File: src/rtl/hk_pkg.sv
// Shared definitions for the housekeeping register block: register addresses
// and the readback controller state encoding.
package hk_pkg;

    localparam logic [23:0] HK_ADDR_LED      = 24'h000001;
    localparam logic [23:0] HK_ADDR_WRSRC    = 24'h000002;
    localparam logic [23:0] HK_ADDR_RDBK_CNT = 24'h000003;
    localparam logic [23:0] HK_ADDR_RDBK_TMO = 24'h000004;

    typedef enum logic [1:0] {
        IDLE = 2'd0,
        TURN = 2'd1,
        XFER = 2'd2,
        DONE = 2'd3
    } hk_state_e;

endpackage

File: src/rtl/hk_timeout_cnt.sv
// Saturating stall counter for the readback engine; flags the edge on which
// the count reaches a nonzero limit.
module hk_timeout_cnt
    import hk_pkg::*;
#(
    parameter int W = 32
) (
    input  logic         clk,
    input  logic         rst_n,
    input  logic         clr,
    input  logic         en,
    input  logic [W-1:0] limit,
    output logic         hit
);

    logic [W-1:0] cnt_q;
    logic [W-1:0] cnt_d;

    always_comb begin
        cnt_d = cnt_q;
        if (clr) begin
            cnt_d = '0;
        end else if (en && (cnt_q != '1)) begin
            cnt_d = cnt_q + W'(1);
        end
    end

    // Fires on the edge that carries the count onto the limit, so the abort
    // lands exactly 'limit' stalled cycles after the last clear.
    assign hit = en && !clr && (limit != '0) && (cnt_d == limit);

    // NOTE: state flops use non-blocking assignments so every flop samples
    // pre-edge values regardless of process evaluation order.
    always_ff @(posedge clk or negedge rst_n) begin
        if (!rst_n) begin
            cnt_q <= '0;
        end else begin
            cnt_q <= cnt_d;
        end
    end

endmodule

File: src/rtl/hk_readback_ctrl.sv
// Readback controller: turns the FT245 bus around and pops a programmed
// number of bytes from the readback FIFO. Define HK_READBACK_DRAIN_EN to let
// a count of 32'hFFFFFFFF drain the FIFO until it runs empty.
module hk_readback_ctrl
    import hk_pkg::*;
#(
    parameter int TMO_W = 32,
    parameter int CNT_W = 32
) (
    input  logic             Clk,
    input  logic             ARstn,
    input  logic             CfgValid,
    input  logic [23:0]      CfgAddr,
    input  logic [31:0]      CfgData,
    input  logic             FifoEmpty,
    input  logic             RdyWr,
    output logic             FifoRen,
    output logic             RWn,
    output logic             Busy,
    output logic             TimeoutErr,
    output logic [CNT_W-1:0] Remaining
);

    hk_state_e        state_q, state_d;
    logic [CNT_W-1:0] rem_q, rem_d;
    logic [TMO_W-1:0] tmo_q, tmo_d;
    logic             err_q, err_d;
    logic             drain_q, drain_d;

    logic cnt_wr, tmo_wr, cnt_zero, drain_sel, abort;
    logic in_xfer, pop, tmo_hit;

    assign cnt_wr   = CfgValid && (CfgAddr == HK_ADDR_RDBK_CNT);
    assign tmo_wr   = CfgValid && (CfgAddr == HK_ADDR_RDBK_TMO);
    assign cnt_zero = (CfgData == 32'h0);
    assign abort    = cnt_wr && cnt_zero && (state_q != IDLE);

`ifdef HK_READBACK_DRAIN_EN
    assign drain_sel = (CfgData == 32'hFFFF_FFFF);
`else
    assign drain_sel = 1'b0;
`endif

    assign in_xfer = (state_q == XFER);
    assign pop     = in_xfer && !FifoEmpty && RdyWr && (rem_q != '0);

    hk_timeout_cnt #(
        .W (TMO_W)
    ) u_tmo (
        .clk   (Clk),
        .rst_n (ARstn),
        .clr   (pop || (state_q == TURN)),
        .en    (in_xfer && !pop),
        .limit (tmo_q),
        .hit   (tmo_hit)
    );

    always_ff @(posedge Clk or negedge ARstn) begin
        if (!ARstn) begin
            state_q <= IDLE;
        end else begin
            state_q <= state_d;
        end
    end

    always_comb begin
        state_d = state_q;
        unique case (state_q)
            IDLE: if (cnt_wr && !cnt_zero) state_d = TURN;
            TURN: state_d = XFER;
            XFER: begin
                if (tmo_hit) begin
                    state_d = IDLE;
                end else if (drain_q ? FifoEmpty : (pop && (rem_q == CNT_W'(1)))) begin
                    state_d = DONE;
                end
            end
            DONE: state_d = IDLE;
            default: state_d = IDLE;
        endcase
        // A zero count write aborts from any busy state, even over a pop.
        if (abort) state_d = IDLE;
    end

    always_comb begin
        FifoRen    = pop;
        RWn        = (state_q == IDLE);
        Busy       = (state_q != IDLE);
        TimeoutErr = err_q;
        Remaining  = rem_q;
    end

    always_comb begin
        rem_d   = rem_q;
        tmo_d   = tmo_q;
        err_d   = err_q;
        drain_d = drain_q;
        if (tmo_wr) tmo_d = TMO_W'(CfgData);
        if ((state_q == IDLE) && cnt_wr && !cnt_zero) begin
            rem_d   = CNT_W'(CfgData);
            err_d   = 1'b0;
            drain_d = drain_sel;
        end else if (abort) begin
            rem_d = '0;
        end else if (tmo_hit) begin
            err_d = 1'b1;
            rem_d = '0;
        end else if (pop && !drain_q) begin
            rem_d = rem_q - CNT_W'(1);
        end
    end

    always_ff @(posedge Clk or negedge ARstn) begin
        if (!ARstn) begin
            rem_q   <= '0;
            tmo_q   <= '0;
            err_q   <= 1'b0;
            drain_q <= 1'b0;
        end else begin
            rem_q   <= rem_d;
            tmo_q   <= tmo_d;
            err_q   <= err_d;
            drain_q <= drain_d;
        end
    end

endmodule

File: config.mk
export PLATFORM = sky130hd
export DESIGN_NAME = hk_readback_ctrl
export DESIGN_NICKNAME = d
export VERILOG_FILES = /design/src/rtl/hk_pkg.sv /design/src/rtl/hk_timeout_cnt.sv /design/src/rtl/hk_readback_ctrl.sv
export SDC_FILE = /design/constraint.sdc
export NUM_CORES = 1
export LEC_CHECK = 0
export CELL_PAD_IN_SITES_DETAIL_PLACEMENT = 1
export CELL_PAD_IN_SITES_GLOBAL_PLACEMENT = 1
export CORE_MARGIN = 2
export CORE_UTILIZATION = 36
export DETAILED_ROUTE_END_ITERATION = 10
export PLACE_DENSITY = 0.82
export SLEW_MARGIN = 20
export SYNTH_ARGS = -nofsm -noshare
export SYNTH_HDL_FRONTEND = slang
export SYNTH_SLANG_ARGS = --single-unit
export TNS_END_PERCENT = 30
File: constraint.sdc
create_clock -name Clk -period 6.04 [get_ports Clk]
set_input_delay 0.906 -clock Clk [delete_from_list [all_inputs] [get_ports Clk]]
set_output_delay 0.906 -clock Clk [all_outputs]
set_load 0.005 [all_outputs]
== Yosys cells after proc, flatten, opt, wreduce, memory -nomap -nowiden ==
Index checks and enable logic that the tools add are counted.

* Bits in registers: 99
* Input bits: 61
* Word-level logic and storage cells: 62
* Output and inout bits: 36

* Reduce and logical (&&, ||, !) cells: 30
* Add/subtract/negate cells: 2
* Equal/unequal tests: 11
* Muxes and demuxes: 14

{| class="wikitable"
|+ Operator list
! operator !! number
|-
| 32-bit 2-to-1 mux || 6
|-
| 32-bit nonzero test || 2
|-
| 32-bit by 1-bit adder with 32-bit output, second input constant || 1
|-
| 32-bit by 1-bit equality test with 1-bit output, second input constant || 1
|-
| 32-bit equality test || 1
|-
| 32-bit zero test || 1
|-
| 32-bit inequality test, second input constant || 1
|-
| 32-bit by 1-bit subtractor with 32-bit output, second input constant || 1
|-
| 24-bit by 2-bit equality test with 1-bit output, second input constant || 1
|-
| 24-bit by 3-bit equality test with 1-bit output, second input constant || 1
|-
| 1-bit logical AND || 16
|-
| 2-bit 2-to-1 mux || 4
|-
| 2-bit case mux with 4 select lines || 1
|-
| 2-bit equality test, second input constant || 2
|-
| 1-bit zero test || 4
|-
| 4-bit by 2-bit inequality test with 1-bit output, second input constant || 1
|-
| 2-bit AND reduction || 2
|-
| 2-bit nonzero test || 2
|-
| 4-bit nonzero test || 1
|-
| 1-bit 2-to-1 mux || 3
|-
| 3-bit by 1-bit inequality test with 1-bit output, second input constant || 1
|-
| 2-bit by 1-bit equality test with 1-bit output, second input constant || 1
|-
| 2-bit zero test || 1
|-
| 2-bit by 1-bit inequality test with 1-bit output, second input constant || 1
|-
| 1-bit logical OR || 1
|}

== Longest topological paths before layout ==
* Depth after elaboration: 14
* Mapped depth: 17

== Modules after synthesis ==
Synthesis repeated with hierarchy kept, for this count alone.

* Cells, all modules: 744
* Area, all modules: 6745.2 µm²

{| class="wikitable"
|+ Modules (own cells, without submodules)
! module !! instances !! cells each !! area each (µm²) !! seq. area each (µm²)
|-
| hk_readback_ctrl || 1 || 403 || 3955.0 || 1676.6
|-
| hk_timeout_cnt || 1 || 341 || 2790.2 || 800.8
|}

== Least setup slack after synthesis ==
No wires, ideal clock.

* Path kind: register to register
* Start: reg rem_q[25], in the netlist Remaining[25]
* End: reg rem_q[16], in the netlist Remaining[16]
* Library setup time: 0.073 ns
* Arrival: 4.485 ns
* Period minus slack after synthesis: 4.558 ns
* Setup slack: 1.482 ns
* Cell stages (with the launch flop): 16
* Cell sequence: dfrtp_1 buf_6 or4_4 or3_4 o41a_1 buf_6 or4_1 a21oi_1 xor2_1 a2111o_1 or4_1 or4b_1 buf_2 buf_6 a21oi_1 a2bb2oi_2

* Longest elaborated chain between the ends: 12
* Elaborated cells on any way between the ends: 17

{| class="wikitable"
|+ Ends and longest elaborated chain
! item !! line !! RTL
|-
| start: declaration || hk_readback_ctrl.sv:25 || <nowiki>logic [CNT_W-1:0] rem_q, rem_d;</nowiki>
|-
| start signal: assignment || hk_readback_ctrl.sv:120 || <nowiki>rem_q <= rem_d;</nowiki>
|-
| 32-bit nonzero test (*) || hk_readback_ctrl.sv:45 || <nowiki>assign pop = in_xfer && !FifoEmpty && RdyWr && (rem_q != '0);</nowiki>
|-
| 1-bit logical AND (*) || hk_readback_ctrl.sv:45 ||
|-
| 1-bit zero test || hk_readback_ctrl.sv:53 || <nowiki>.en (in_xfer && !pop),</nowiki>
|-
| 1-bit logical AND || hk_readback_ctrl.sv:53 ||
|-
| 1-bit logical AND || hk_timeout_cnt.sv:23 || <nowiki>end else if (en && (cnt_q != '1)) begin</nowiki>
|-
| 32-bit 2-to-1 mux || hk_timeout_cnt.sv:23 ||
|-
| 32-bit 2-to-1 mux (*) || hk_timeout_cnt.sv:21 || <nowiki>if (clr) begin</nowiki>
|-
| named net u_tmo.cnt_d[4] || hk_timeout_cnt.sv:17 || <nowiki>logic [W-1:0] cnt_d;</nowiki>
|-
| 32-bit equality test (*) || hk_timeout_cnt.sv:30 || <nowiki>assign hit = en && !clr && (limit != '0) && (cnt_d == limit);</nowiki>
|-
| 1-bit logical AND (*) || hk_timeout_cnt.sv:30 ||
|-
| 32-bit 2-to-1 mux || hk_readback_ctrl.sv:105 || <nowiki>end else if (tmo_hit) begin</nowiki>
|-
| 32-bit 2-to-1 mux || hk_readback_ctrl.sv:103 || <nowiki>end else if (abort) begin</nowiki>
|-
| 32-bit 2-to-1 mux || hk_readback_ctrl.sv:99 || <nowiki>if ((state_q == IDLE) && cnt_wr && !cnt_zero) begin</nowiki>
|}

The timed path passes the listed nets; every way through them passes the cells marked *.
A chain may end at the register's enable or synchronous reset.

== Worst setup path after layout ==
* Start: reg rem_q[25], in the netlist Remaining[25]
* End: reg rem_q[30], in the netlist Remaining[30]

Same word-level chain as after synthesis.

==> results.md <==
* Ys async rst share at 100%
* H-Tree Depth at 3
* Reg area at 2480 sq um
* CTS tree: yes
* Worst-path clk slew at 0.08 ns
* Drt initial violations at 307
* Number of hold violations in the final report at 0
* Top-count cell post-synth: dfrtp_1
* Setup TNS at 0 ns
* Synth Area in XOR/XNOR at 4.93%
* Final Instance Area at 7740 sq um
* Vias per cell at 6.09
* Min cycle time layout at 5.45 ns
* CP endpoint kind: flop
* Critical Path, Cell by Cell: or4_4 > or3_4 > o41a_1 > buf_4 > buf_4 > or4_1 > a21oi_1 > xor2_1 > nor4_1 > and4_1 > or4b_1 > nand2_2 > a2bb2oi_1
* Post CTS Setup Buffer Count at 0
* FF-to-FF setup slack at 0.59 ns
* CTS Buf Count at 9
* Synth Register Bits at 99
* WP buf/inv at 2
* Root Buffer: clkbuf_16
* Reg-to-Reg Start: Remaining[25]$_DFFE_PN0P_
* Synth warn at 0
* CP required at 6.33 ns
* DP Area at 7420 sq um
* FILL cells at 1,958
* Sequential share of the synthesized area at 39.8%
* Setup violators final at 0
* Placement-stage worst setup slack at 0.674 ns
* Largest family of logic cells by synthesized area: simple AND/OR/NAND/NOR gates
* Initial core utilization at 36.3%
* Worst Tran Pin Value at 0.923 ns
* CP max stage delay at 0.72 ns
* DP Wirelength at 15,600 um
* Leakage power at 3.11 nW
* RSZ-0062 raised after global routing: no
* Pins Over Slew Limit at 0
* Sink Count at 99
* Share of the synthesized area in the top cell type at 39.8%
* Initial antenna violation count at 0
* Mean Syn Cell Area at 9.20 sq um
* Post-synth cell types at 64
* Worst r2r path cells at 13
* Hold_buf cts at 0
* Most instantiated cells after synthesis: 99 x dfrtp_1, 60 x nand2_1, 41 x nor4_1, 39 x nand3_1, 37 x a21oi_1
* Most frequent CP cell: buf_4
* Nets at 823
* Maximum fanout along the worst path at 27
* Critical R2R Capture: Remaining[30]$_DFFE_PN0P_
* Drt pass-1 iters at 4
* Slew headroom at 37.9%
* Post-synthesis compound-gate area fraction at 17.4%
* Synth area leader: dfrtp_1
* # port buffers at 96
* N_diodes at 0
* Vias in the first global route at 6,193
* Final period util at 90.2%
* Final WL at 21,300 um
* Final Skew at 0.0122 ns
* CP top delay family: simple AND/OR/NAND/NOR gates
* Post-CTS sizing at 0
* Die W at 135 um
* Clock Latency Late Sink at 0.37 ns
* Largest net degree at the start of global routing at 58
* Mapped Area at 6220 sq um
* DRT antenna net count at 0
* Adder-cell share of the synthesized area at 0.603%
* Synth area leaders: dfrtp_1 40%, mux2_2 5.8%, nor4_1 4.1%
* Worst Setup Slack, final at 0.593 ns
* Fraction of synthesized area in multiplexers at 6.36%
* DR vias at 6,021
* Synth Area in Simple Gates at 27.0%
* Post-synth EDFFs at 0
* CP arrival at 5.74 ns
* Max IR drop VDD at 156 uV
* Hold/Removal Path Class: primary input to asynchronous set/reset pin
* First-pass GRT wire length at 34,200 um
* Gpl congestion at 0.867
* Die extent in y at 135 um
* Share of layout cells above drive strength 1 at 11.3%
* Syn Nets at 740
* Multi-input gate area at 3510 sq um
* Clock Tree Buf Depth at 2
* Max Clock Freq at 184 MHz
* Area growth syn-to-layout at 24.4%
* GRT Util Overall at 24.1%
* # IOs at 97
* Power Total at 1.38 mW
* # rows at 48
* Post-Synthesis Cells at 676
* Synth Flop Type: dfrtp_1
* Die area at 18,300 sq um
* Pwr/cell area at 178 nW/um^2
* Status: finished, final reports clean
* Avg WL per Cell at 21.6 um
* Total gr overflow at 0
* Worst path slowest cell: or4b_1
* Residual DRC at 0
* Max-cap violation count at 0
* Core Region at 17,100 sq um
* Setup crit start kind: flop
* Worst Path Class, Setup: flop to flop
==> registers in the layout (all words and copies together), names as in the netlist <==
signal and cells:
Remaining 32, TimeoutErr 1, state_q 2, tmo_q 32
u_tmo.cnt_q 32
==> cell type report <==
type,count,share of cell area [%]
Multi-Input combinational cell,521,45.4
Timing Repair Buffer,114,14.1
Clock buffer,9,2.91
Clock inverter,7,1.24
Tap cell,225,3.64
Sequential cell,99,32.0
Inverter,14,0.679
==> report_power, final <==
part / switching [mW] / leakage, nW / internal (mW)
clock: 0.306 / 0.153 / 0.333
combinational: 0.0375 / 1.62 / 0.0381
sequential: 0.00000358 / 1.33 / 0.662
==> logic make-up after synthesis <==
group                      after synthesis
AOI/OAI and AO/OA                      145
and+or+nand+nor                        303
muxes                                   35
adders and majority gates                3
xor gates and xnor gates                35
DFF                                     99
buffers and inverters                   56
==> cell usage in the layout (no fill, tap or decap), types with 12 or more instances in the layout <==
master / n
clkdlybuf4s50_1: 95
nor3_1: 20
xor2_1: 14
buf_4: 19
nor2_1: 34
mux2_2: 32
a21oi_1: 37
xnor2_1: 21
or4_1: 20
nor4_1: 41
nand2_1: 60
a2bb2oi_1: 24
inv_1: 14
nand4_1: 31
dfrtp_1: 99
nand3_1: 39
o31ai_1: 12
==> worst max-delay path by stage <==
stage	startpoint	endpoint	slack, ns	cells after the start
2_1_floorplan	Remaining[25]$_DFFE_PN0P_	Remaining[16]$_DFFE_PN0P_	1.48	15
3_3_place_gp	Remaining[25]$_DFFE_PN0P_	Remaining[25]$_DFFE_PN0P_	0.84	12
3_5_place_dp	Remaining[25]$_DFFE_PN0P_	Remaining[14]$_DFFE_PN0P_	0.67	12
4_1_cts	Remaining[25]$_DFFE_PN0P_	Remaining[30]$_DFFE_PN0P_	0.63	12
5_1_grt	Remaining[25]$_DFFE_PN0P_	Remaining[14]$_DFFE_PN0P_	0.42	13
6_report	Remaining[25]$_DFFE_PN0P_	Remaining[30]$_DFFE_PN0P_	0.59	13
==> metal layers <==
layer  vias up  part of all wire, %  GRT usage, %
li1       2756                    -             -
met1      3062                   44          32.5
met2       166                   48          39.2
met3        37                  4.9          4.53
met4         0                  2.6          7.99
met5         -                    0             0
==> metrics by stage <==
step / cells / utilization [%] / hold WS [ns]
after floorplan: 676 / - / 0.508
after global placement: 973 / 43.3 / 0.525
after detailed placement: 973 / 43.3 / 0.521
after CTS: 989 / 45.2 / 0.542
after global routing: 989 / 45.2 / 0.555
final: 989 / 45.2 / 0.535
No activity file was read; power rests on OpenSTA's default activity.
